**config.mk**
```make
export PLATFORM = sky130hd
export DESIGN_NAME = execute_pipe_flat
export DESIGN_NICKNAME = d
export VERILOG_FILES = /design/src/rtl/execute_pipe_pkg.sv /design/src/rtl/execute_pipe_if.sv /design/src/rtl/execute_pipe_mul_seq.sv /design/src/rtl/execute_pipe.sv /design/src/flat_wrapper.sv
export SDC_FILE = /design/constraint.sdc
export NUM_CORES = 1
export LEC_CHECK = 0
export ABC_AREA = 0
export CORE_ASPECT_RATIO = 0.7
export CORE_MARGIN = 2
export CORE_UTILIZATION = 47
export DETAILED_ROUTE_END_ITERATION = 16
export GPL_ROUTABILITY_DRIVEN = 1
export PLACE_DENSITY = 0.83
export SYNTH_ARGS = -nofsm -noshare
export SYNTH_HDL_FRONTEND = slang
export SYNTH_HIERARCHICAL = 1
export SYNTH_SLANG_ARGS = --single-unit
```
**constraint.sdc**
```tcl
create_clock -name clk -period 1.5 [get_ports clk]
set_input_delay 0.15 -clock clk [delete_from_list [all_inputs] [get_ports clk]]
set_output_delay 0.15 -clock clk [all_outputs]
set_load 0.01 [all_outputs]
```
**src/rtl/execute_pipe_pkg.sv**
```systemverilog
// execute_pkg: shared definitions for the execute stage.
//   - op_e       : ALU/branch-unit operation codes (3 bits)
//   - br_cond_e  : conditional-branch test selected by branch_cond
//   - state_e    : execute stage control states
//   - DEFAULT_WIDTH : default datapath width
//   - cond_met() : evaluates a branch condition from zero/sign flags
package execute_pkg;

    localparam int DEFAULT_WIDTH = 16;

    typedef enum logic [2:0] {
        OP_ADD   = 3'b000,
        OP_SUB   = 3'b001,
        OP_AND   = 3'b010,
        OP_OR    = 3'b011,
        OP_XOR   = 3'b100,
        OP_PASSB = 3'b101,
        OP_LINK  = 3'b110,
        OP_MUL   = 3'b111
    } op_e;

    typedef enum logic [1:0] {
        BC_EQZ = 2'b00,   // a == 0
        BC_NEZ = 2'b01,   // a != 0
        BC_LTZ = 2'b10,   // a <  0 (signed)
        BC_GEZ = 2'b11    // a >= 0 (signed)
    } br_cond_e;

    typedef enum logic [1:0] {
        ST_IDLE = 2'b00,
        ST_MUL  = 2'b01,
        ST_HOLD = 2'b10
    } state_e;

    function automatic logic cond_met(input br_cond_e c,
                                      input logic     is_zero,
                                      input logic     is_neg);
        logic r;
        r = 1'b0;
        case (c)
            BC_EQZ:  r = is_zero;
            BC_NEZ:  r = !is_zero;
            BC_LTZ:  r = is_neg;
            BC_GEZ:  r = !is_neg;
            default: r = 1'b0;
        endcase
        return r;
    endfunction

endpackage

```
**src/rtl/execute_pipe_if.sv**
```systemverilog
// execute_pipe_if: operation-in / result-out bus of the execute stage.
//   Issue side : in_valid, in_ready, op, a, b, imm, seq_pc, use_imm,
//                choose_branch, branch_cond, branch_i, branch_j
//   Result side: out_valid, out_ready, result, branch, branch_pc, illegal
//   master: upstream/downstream environment; slave: the execute stage.
interface execute_pipe_if
    import execute_pkg::*;
#(
    parameter int WIDTH = DEFAULT_WIDTH
);
    logic             in_valid;
    logic             in_ready;
    logic [2:0]       op;
    logic [WIDTH-1:0] a;
    logic [WIDTH-1:0] b;
    logic [WIDTH-1:0] imm;
    logic [WIDTH-1:0] seq_pc;
    logic             use_imm;
    logic             choose_branch;
    logic [1:0]       branch_cond;
    logic             branch_i;
    logic             branch_j;

    logic             out_valid;
    logic             out_ready;
    logic [WIDTH-1:0] result;
    logic             branch;
    logic [WIDTH-1:0] branch_pc;
    logic             illegal;

    modport master (
        output in_valid, op, a, b, imm, seq_pc, use_imm, choose_branch,
               branch_cond, branch_i, branch_j, out_ready,
        input  in_ready, out_valid, result, branch, branch_pc, illegal
    );

    modport slave (
        input  in_valid, op, a, b, imm, seq_pc, use_imm, choose_branch,
               branch_cond, branch_i, branch_j, out_ready,
        output in_ready, out_valid, result, branch, branch_pc, illegal
    );

endinterface

```
**src/rtl/execute_pipe_mul_seq.sv**
```systemverilog
// execute_mul_seq: iterative shift-add multiplier, one partial product per
// clock, WIDTH iterations in total. Returns the low WIDTH bits of the
// unsigned product.
//   clk, rst_n   : clock, async active-low reset
//   start        : load operands (first iteration is done on the load edge)
//   abort        : drop the operation in progress
//   multiplicand, multiplier : operands
//   done         : product valid (held high until the next clock edge)
//   product      : low WIDTH bits of multiplicand*multiplier
module execute_mul_seq
    import execute_pkg::*;
#(
    parameter int WIDTH = DEFAULT_WIDTH
) (
    input  logic             clk,
    input  logic             rst_n,
    input  logic             start,
    input  logic             abort,
    input  logic [WIDTH-1:0] multiplicand,
    input  logic [WIDTH-1:0] multiplier,
    output logic             done,
    output logic [WIDTH-1:0] product
);

    localparam int CNT_W = $clog2(WIDTH + 1);

    logic             active_q;
    logic [CNT_W-1:0] count_q;
    logic [WIDTH-1:0] acc_q;
    logic [WIDTH-1:0] mcand_q;
    logic [WIDTH-1:0] mplier_q;

    assign done    = active_q && (count_q == CNT_W'(WIDTH));
    assign product = acc_q;

    always_ff @(posedge clk or negedge rst_n) begin
        if (!rst_n) begin
            active_q <= 1'b0;
            count_q  <= '0;
            acc_q    <= '0;
            mcand_q  <= '0;
            mplier_q <= '0;
        end else if (abort) begin
            active_q <= 1'b0;
            count_q  <= '0;
        end else if (start) begin
            // Iteration 1 is folded into the load so the product is ready
            // WIDTH edges after start, leaving one edge for the output register.
            active_q <= 1'b1;
            count_q  <= CNT_W'(1);
            acc_q    <= multiplier[0] ? multiplicand : '0;
            mcand_q  <= multiplicand << 1;
            mplier_q <= multiplier >> 1;
        end else if (done) begin
            active_q <= 1'b0;
            count_q  <= '0;
        end else if (active_q) begin
            if (mplier_q[0]) begin
                acc_q <= acc_q + mcand_q;
            end
            mcand_q  <= mcand_q << 1;
            mplier_q <= mplier_q >> 1;
            count_q  <= count_q + CNT_W'(1);
        end
    end

endmodule

```
**src/rtl/execute_pipe.sv**
```systemverilog
// execute_pipe: single-stage execute unit. Computes an ALU result plus the
// branch decision and target, registered one cycle after acceptance. MUL runs
// on an iterative multiplier and blocks the stage until its result retires.
//   clk, rst_n : clock, async active-low reset
//   flush      : kill in-flight and held operation (wins over accept/retire)
//   bus        : execute_pipe_if.slave (issue + result handshakes)
//   busy       : stage is in MUL or HOLD
// Build option: define EXECUTE_PIPE_MUL_EN to build the multiplier. Without
// it, op MUL completes in one cycle with result 0 and illegal set.
module execute_pipe
    import execute_pkg::*;
#(
    parameter int WIDTH = DEFAULT_WIDTH
) (
    input  logic          clk,
    input  logic          rst_n,
    input  logic          flush,
    execute_pipe_if.slave bus,
    output logic          busy
);

    state_e           state_q, state_d;
    op_e              op_in;
    logic [WIDTH-1:0] b_opnd;
    logic [WIDTH-1:0] alu_res;
    logic [WIDTH-1:0] branch_tgt;
    logic             branch_taken;
    logic             in_ready;
    logic             accept;
    logic             is_mul_op;
    logic             mul_start;
    logic             mul_done;
    logic [WIDTH-1:0] mul_product;
    logic             op_illegal;

    logic             out_valid_q;
    logic [WIDTH-1:0] result_q;
    logic             branch_q;
    logic [WIDTH-1:0] branch_pc_q;
    logic             illegal_q;

`ifdef EXECUTE_PIPE_MUL_EN
    localparam bit MUL_BUILT = 1'b1;

    execute_mul_seq #(
        .WIDTH (WIDTH)
    ) u_mul (
        .clk          (clk),
        .rst_n        (rst_n),
        .start        (mul_start),
        .abort        (flush),
        .multiplicand (bus.a),
        .multiplier   (b_opnd),
        .done         (mul_done),
        .product      (mul_product)
    );
`else
    localparam bit MUL_BUILT = 1'b0;

    assign mul_done    = 1'b0;
    assign mul_product = '0;
`endif

    assign op_in      = op_e'(bus.op);
    assign b_opnd     = bus.use_imm ? bus.imm : bus.b;
    assign in_ready   = (state_q == ST_IDLE) && (!out_valid_q || bus.out_ready) && !flush;
    assign accept     = bus.in_valid && in_ready;
    assign is_mul_op  = (op_in == OP_MUL);
    assign mul_start  = accept && is_mul_op && MUL_BUILT;
    assign op_illegal = is_mul_op && !MUL_BUILT;

    assign branch_tgt   = bus.imm + (bus.choose_branch ? bus.a : bus.seq_pc);
    assign branch_taken = (bus.branch_i &&
                           cond_met(br_cond_e'(bus.branch_cond),
                                    bus.a == '0, bus.a[WIDTH-1])) || bus.branch_j;

    always_comb begin
        alu_res = '0;
        case (op_in)
            OP_ADD:   alu_res = bus.a + b_opnd;
            OP_SUB:   alu_res = bus.a - b_opnd;
            OP_AND:   alu_res = bus.a & b_opnd;
            OP_OR:    alu_res = bus.a | b_opnd;
            OP_XOR:   alu_res = bus.a ^ b_opnd;
            OP_PASSB: alu_res = b_opnd;
            OP_LINK:  alu_res = bus.seq_pc;
            default:  alu_res = '0;   // MUL: multiplier result or illegal zero
        endcase
    end

    always_ff @(posedge clk or negedge rst_n) begin
        if (!rst_n) begin
            state_q <= ST_IDLE;
        end else begin
            state_q <= state_d;
        end
    end

    always_comb begin
        state_d = state_q;
        if (flush) begin
            state_d = ST_IDLE;
        end else begin
            case (state_q)
                ST_IDLE: if (mul_start)     state_d = ST_MUL;
                ST_MUL:  if (mul_done)      state_d = ST_HOLD;
                ST_HOLD: if (bus.out_ready) state_d = ST_IDLE;
                default:                    state_d = ST_IDLE;
            endcase
        end
    end

    // Branch outcome is captured at acceptance for every op, including MUL,
    // so it is already stable when the late MUL result is presented.
    always_ff @(posedge clk or negedge rst_n) begin
        if (!rst_n) begin
            out_valid_q <= 1'b0;
            result_q    <= '0;
            branch_q    <= 1'b0;
            branch_pc_q <= '0;
            illegal_q   <= 1'b0;
        end else if (flush) begin
            out_valid_q <= 1'b0;
        end else if (accept) begin
            branch_q    <= branch_taken;
            branch_pc_q <= branch_tgt;
            illegal_q   <= op_illegal;
            out_valid_q <= !mul_start;
            if (!mul_start) begin
                result_q <= alu_res;
            end
        end else if ((state_q == ST_MUL) && mul_done) begin
            out_valid_q <= 1'b1;
            result_q    <= mul_product;
        end else if (out_valid_q && bus.out_ready) begin
            out_valid_q <= 1'b0;
        end
    end

    assign bus.in_ready  = in_ready;
    assign bus.out_valid = out_valid_q;
    assign bus.result    = result_q;
    assign bus.branch    = branch_q;
    assign bus.branch_pc = branch_pc_q;
    assign bus.illegal   = illegal_q;
    assign busy          = (state_q != ST_IDLE);

endmodule

```
**src/flat_wrapper.sv**
```systemverilog
// flat-port wrapper written by rule: the top's interface ports become plain ports
module execute_pipe_flat import execute_pkg::*;
#(
    parameter int WIDTH = DEFAULT_WIDTH
)
  (clk, rst_n, flush, busy, bus_in_valid, bus_op, bus_a, bus_b, bus_imm, bus_seq_pc, bus_use_imm, bus_choose_branch, bus_branch_cond, bus_branch_i, bus_branch_j, bus_out_ready, bus_in_ready, bus_out_valid, bus_result, bus_branch, bus_branch_pc, bus_illegal);
  execute_pipe_if #(.WIDTH(WIDTH)) bus_i ();
  input  logic clk;
  input  logic rst_n;
  input  logic flush;
  output logic busy;
  input wire logic [$bits(bus_i.in_valid)-1:0] bus_in_valid;
  input wire logic [$bits(bus_i.op)-1:0] bus_op;
  input wire logic [$bits(bus_i.a)-1:0] bus_a;
  input wire logic [$bits(bus_i.b)-1:0] bus_b;
  input wire logic [$bits(bus_i.imm)-1:0] bus_imm;
  input wire logic [$bits(bus_i.seq_pc)-1:0] bus_seq_pc;
  input wire logic [$bits(bus_i.use_imm)-1:0] bus_use_imm;
  input wire logic [$bits(bus_i.choose_branch)-1:0] bus_choose_branch;
  input wire logic [$bits(bus_i.branch_cond)-1:0] bus_branch_cond;
  input wire logic [$bits(bus_i.branch_i)-1:0] bus_branch_i;
  input wire logic [$bits(bus_i.branch_j)-1:0] bus_branch_j;
  input wire logic [$bits(bus_i.out_ready)-1:0] bus_out_ready;
  output wire logic [$bits(bus_i.in_ready)-1:0] bus_in_ready;
  output wire logic [$bits(bus_i.out_valid)-1:0] bus_out_valid;
  output wire logic [$bits(bus_i.result)-1:0] bus_result;
  output wire logic [$bits(bus_i.branch)-1:0] bus_branch;
  output wire logic [$bits(bus_i.branch_pc)-1:0] bus_branch_pc;
  output wire logic [$bits(bus_i.illegal)-1:0] bus_illegal;
  assign bus_i.in_valid = bus_in_valid;
  assign bus_i.op = bus_op;
  assign bus_i.a = bus_a;
  assign bus_i.b = bus_b;
  assign bus_i.imm = bus_imm;
  assign bus_i.seq_pc = bus_seq_pc;
  assign bus_i.use_imm = bus_use_imm;
  assign bus_i.choose_branch = bus_choose_branch;
  assign bus_i.branch_cond = bus_branch_cond;
  assign bus_i.branch_i = bus_branch_i;
  assign bus_i.branch_j = bus_branch_j;
  assign bus_i.out_ready = bus_out_ready;
  assign bus_in_ready = bus_i.in_ready;
  assign bus_out_valid = bus_i.out_valid;
  assign bus_result = bus_i.result;
  assign bus_branch = bus_i.branch;
  assign bus_branch_pc = bus_i.branch_pc;
  assign bus_illegal = bus_i.illegal;
  execute_pipe #(.WIDTH(WIDTH)) u_core (.clk(clk), .rst_n(rst_n), .flush(flush), .bus(bus_i), .busy(busy));
endmodule
```
==> metrics.md <==
| Metric | Value |
|---|---|
| Outcome | complete, but fails checks |
| Failing checks | negative setup slack |
| Fin worst setup slack | -1837 ps |
| Die H | 87.84 um |
| GRT Total Usage | 41.30% |
| Net total in the final layout | 1,038 |
| Grt total ovfl | 0 |
| Max-Cap Viols | 0 |
| Routability cong. | 0.9900 |
| Final hold vios | 0 |
| Die W | 123.8 um |
| CP startpoint | bus_use_imm |
| HPWL after detailed placement | 14,600 um |
| Drt wl/cell | 28.65 um |
| H-tree Lvls | 2 |
| Origin of the critical flop-to-flop path | u_core/bus.out_valid |
| Layout Cells excl Fill | 1,023 |
| Sequential area share after synthesis | 18.56% |
| Vias in the first global route | 6,449 |
| Tot Pwr | 7.224 mW |
| Worst-Margin Slew | 948.5 ps |
| Post-layout minimum cycle time | 3337 ps |
| LEAKAGE | 4.101 nW |
| Vias | 7,062 |
| Post-layout util | 90.30% |
| Syn Inst Count | 570 |
| Slew Viols, Final | 0 |
| CP endpoint | u_core/bus.result[5] |
| Worst-skew pair later-pin latency | 320 ps |
| Syn nets | 714 |
| Mapped cell area | 4720 um^2 |
| Critical Path Start Type | primary input |
| Drt initial violations | 1,263 |
| Critical path peak fanout | 6 |
| Clock sinks | 35 |
| Largest net degree at the start of global routing | 38 |
| TritonCTS buffer count | 5 |
| Share of the clock period used by the worst path | 222.5% |
| Yosys reg bits | 35 |
| Reg clk slew, reported paths | 60 ps |
| Yosys warns | 6 |
| Max Clock Skew | 16.12 ps |
| Critical Path AT | 3550 ps |
| Asr flop ratio synth | 100.0% |
| P per Cell Area | 822.9 nW/um^2 |
| Clock Root Buffer | clkbuf_16 |
| IO Pins | 115 |
| Vias per inst | 6.903 |
| Final setup fails | 31 |
| FF-to-FF End | u_core/bus.result[7] |
| First-pass GRT wire length | 33,700 um |
| Initial antenna violation count | 0 |
| Count of unique library cells instantiated by Yosys | 63 |
| DR DRC count | 0 |
| R2R depth | 7 |
| Top_reg_cell synth | dfrtp_1 |
| Initial Util | 48.55% |
| Syn-to-layout area delta | 86.00% |
| CTS tree | built |
| IO Port Bufs | 113 |
| Post-synth EDFFs | 0 |
| Critical path type | primary input to register |
| Mapped Avg Cell Area | 8.280 um^2 |
| RSZ-0062 raised after global routing | yes |
| Die area | 10,870 um^2 |
| Ant. Diodes | 0 |
| Min-delay worst type | primary input to async pin |
| Worst slew margin | 36.54% |
| CORE AREA | 9722 um^2 |
| Reg-to-reg slack, setup | -50 ps |
| Max clock buf depth | 2 |
| Total detailed-routing wirelength | 29,310 um |
| Maximum VDD drop | 0.5444 mV |
| # rows | 30 |
| DR pass1 iterations | 9 |
| CP Data Required Time | 1710 ps |
| Fmax | 299.6 MHz |
| Fraction of layout cells with a size suffix above 1 | 45.70% |
| Placed insts | 964 |
| Post-route ant nets | 0 |
| Crit. End Element | register |
## state kept, by name (all words and copies together), names as in the netlist
register and count:
u_core/bus.branch 1, u_core/bus.branch_pc 16, u_core/bus.illegal 1, u_core/bus.out_valid 1, u_core/bus.result 16
## area by class of cell
class	instances	area, um^2
sequential	35	875.8
timing repair buffer	341	2967
fill	363	943.4
clock inverter	2	35.03
tap	128	160.2
multi-input combinational	463	4419
clock buffer	6	138.9
inverter	48	182.7
## stage by stage
stage	setup TNS (ps)	hold slack [ps]	cell area, um^2	setup slack, ps
floorplan	-21560	-145.6	5025	-1509
global placement	-38140	93.22	7480	-1714
detailed placement	-40080	104.7	7480	-1809
CTS	-17410	325.8	8272	-1072
global route	-32210	367.2	8778	-1997
finish	-30420	335.1	8778	-1837
## kinds of logic (layout without fill, tap and decap cells)
logic type | count (synthesis) | count (layout) | share of synthesized area, %
compound gates | 172 | 172 | 23.89
other cells | 1 | 1 | 0.07946
xor+xnor | 38 | 38 | 7.052
buf+inv | 72 | 397 | 6.442
mux | 53 | 53 | 12.65
simple gates | 133 | 133 | 13.52
flops | 35 | 35 | 18.56
fa+ha+maj | 66 | 66 | 17.82
## power by group
group	internal (mW)	leakage, nW	switching [mW]
Clock	0.831	0.0868	0.532
Sequential	1.15	0.437	0.148
Combinational	2.25	3.58	2.31
Total	4.24	4.10	2.99
## synth_stat cells, types with 3 or more instances
cell type | number | area share (%)
xor2_1 | 8 | 1.5
nor3_1 | 8 | 0.85
o21ai_0 | 47 | 5.0
a21o_1 | 11 | 1.7
a31oi_1 | 5 | 0.66
a21oi_1 | 26 | 2.8
a22o_1 | 3 | 0.56
mux2_2 | 21 | 5.0
nor4_1 | 6 | 0.80
nor2b_1 | 5 | 0.66
a22oi_1 | 11 | 1.7
o221ai_1 | 9 | 1.7
o21ai_1 | 7 | 0.74
nand2_1 | 54 | 4.3
o211ai_1 | 6 | 0.95
clkbuf_1 | 16 | 1.3
xnor2_1 | 30 | 5.6
ha_1 | 64 | 17
nor2_1 | 32 | 2.5
o21a_1 | 6 | 0.95
o22ai_1 | 11 | 1.5
a221o_1 | 3 | 0.64
nand4_1 | 3 | 0.40
mux2i_2 | 4 | 1.2
mux2i_1 | 26 | 5.5
dfrtp_1 | 35 | 19
nand2b_1 | 7 | 0.93
a211oi_1 | 5 | 0.80
inv_1 | 46 | 3.7
nand3_1 | 5 | 0.53
o31ai_1 | 6 | 0.95
## layout by cell type, fill, tap and decap left out, types with 6 or more instances in the layout
cell / Yosys / routed
ha_4: 0 / 12
nand2_1: 54 / 47
xnor2_2: 0 / 7
nand2b_1: 7 / 7
mux2_2: 21 / 16
buf_2: 2 / 11
inv_2: 2 / 6
o22ai_1: 11 / 11
o21ai_0: 47 / 12
buf_6: 1 / 33
clkdlybuf4s50_1: 0 / 65
dlygate4sd2_1: 0 / 21
dfrtp_1: 35 / 35
o221ai_1: 9 / 8
nor2_1: 32 / 24
buf_4: 2 / 191
inv_1: 46 / 41
a22oi_1: 11 / 11
o21ai_1: 7 / 27
ha_1: 64 / 49
mux2i_1: 26 / 23
xnor2_1: 30 / 22
a21oi_2: 1 / 10
xor2_1: 8 / 7
o211ai_1: 6 / 6
o21ai_2: 0 / 12
buf_12: 1 / 7
a21oi_1: 26 / 13
a21o_1: 11 / 11
## worst max-delay path: stages
cell     delay, ps
buf_12         120
buf_12         140
buf_4          180
mux2i_1        720
xnor2_1        430
ha_2           340
buf_4          170
o21a_4         230
o31a_1         180
a21oi_1        450
a21oi_1        190
o31ai_1        230
## per-layer routing
metal / part of all wire [%] / up-vias / GRT usage (%) / routed length (um)
met5: 0.30 / - / 0 / 88
met2: 41 / 782 / 68.88 / 11940
li1: - / 2722 / - / -
met1: 33 / 3251 / 46.04 / 9595
met3: 16 / 303 / 12.04 / 4713
met4: 10 / 4 / 27.79 / 2973
## worst min path at each step
| stage | end | depth (start not counted) |
|---|---|---|
| final | u_core/bus.result[9] | 2 |
| after CTS | u_core/bus.result[9] | 2 |
| after global placement | u_core/bus.result[11] | 1 |
| after global routing | u_core/bus.result[14] | 2 |
| after detailed placement | u_core/bus.result[11] | 1 |
| after floorplan | u_core/bus.branch | 0 |
## repair_timing
item,CTS,global route
endpoints found under the setup margin,33,33
hold buffers,1,0
resized for setup,209,86
buffers inserted,30,26
pin swaps,93,68
hold endpoints to repair,14,0
Note: power is estimated with default switching activity, not from simulation.
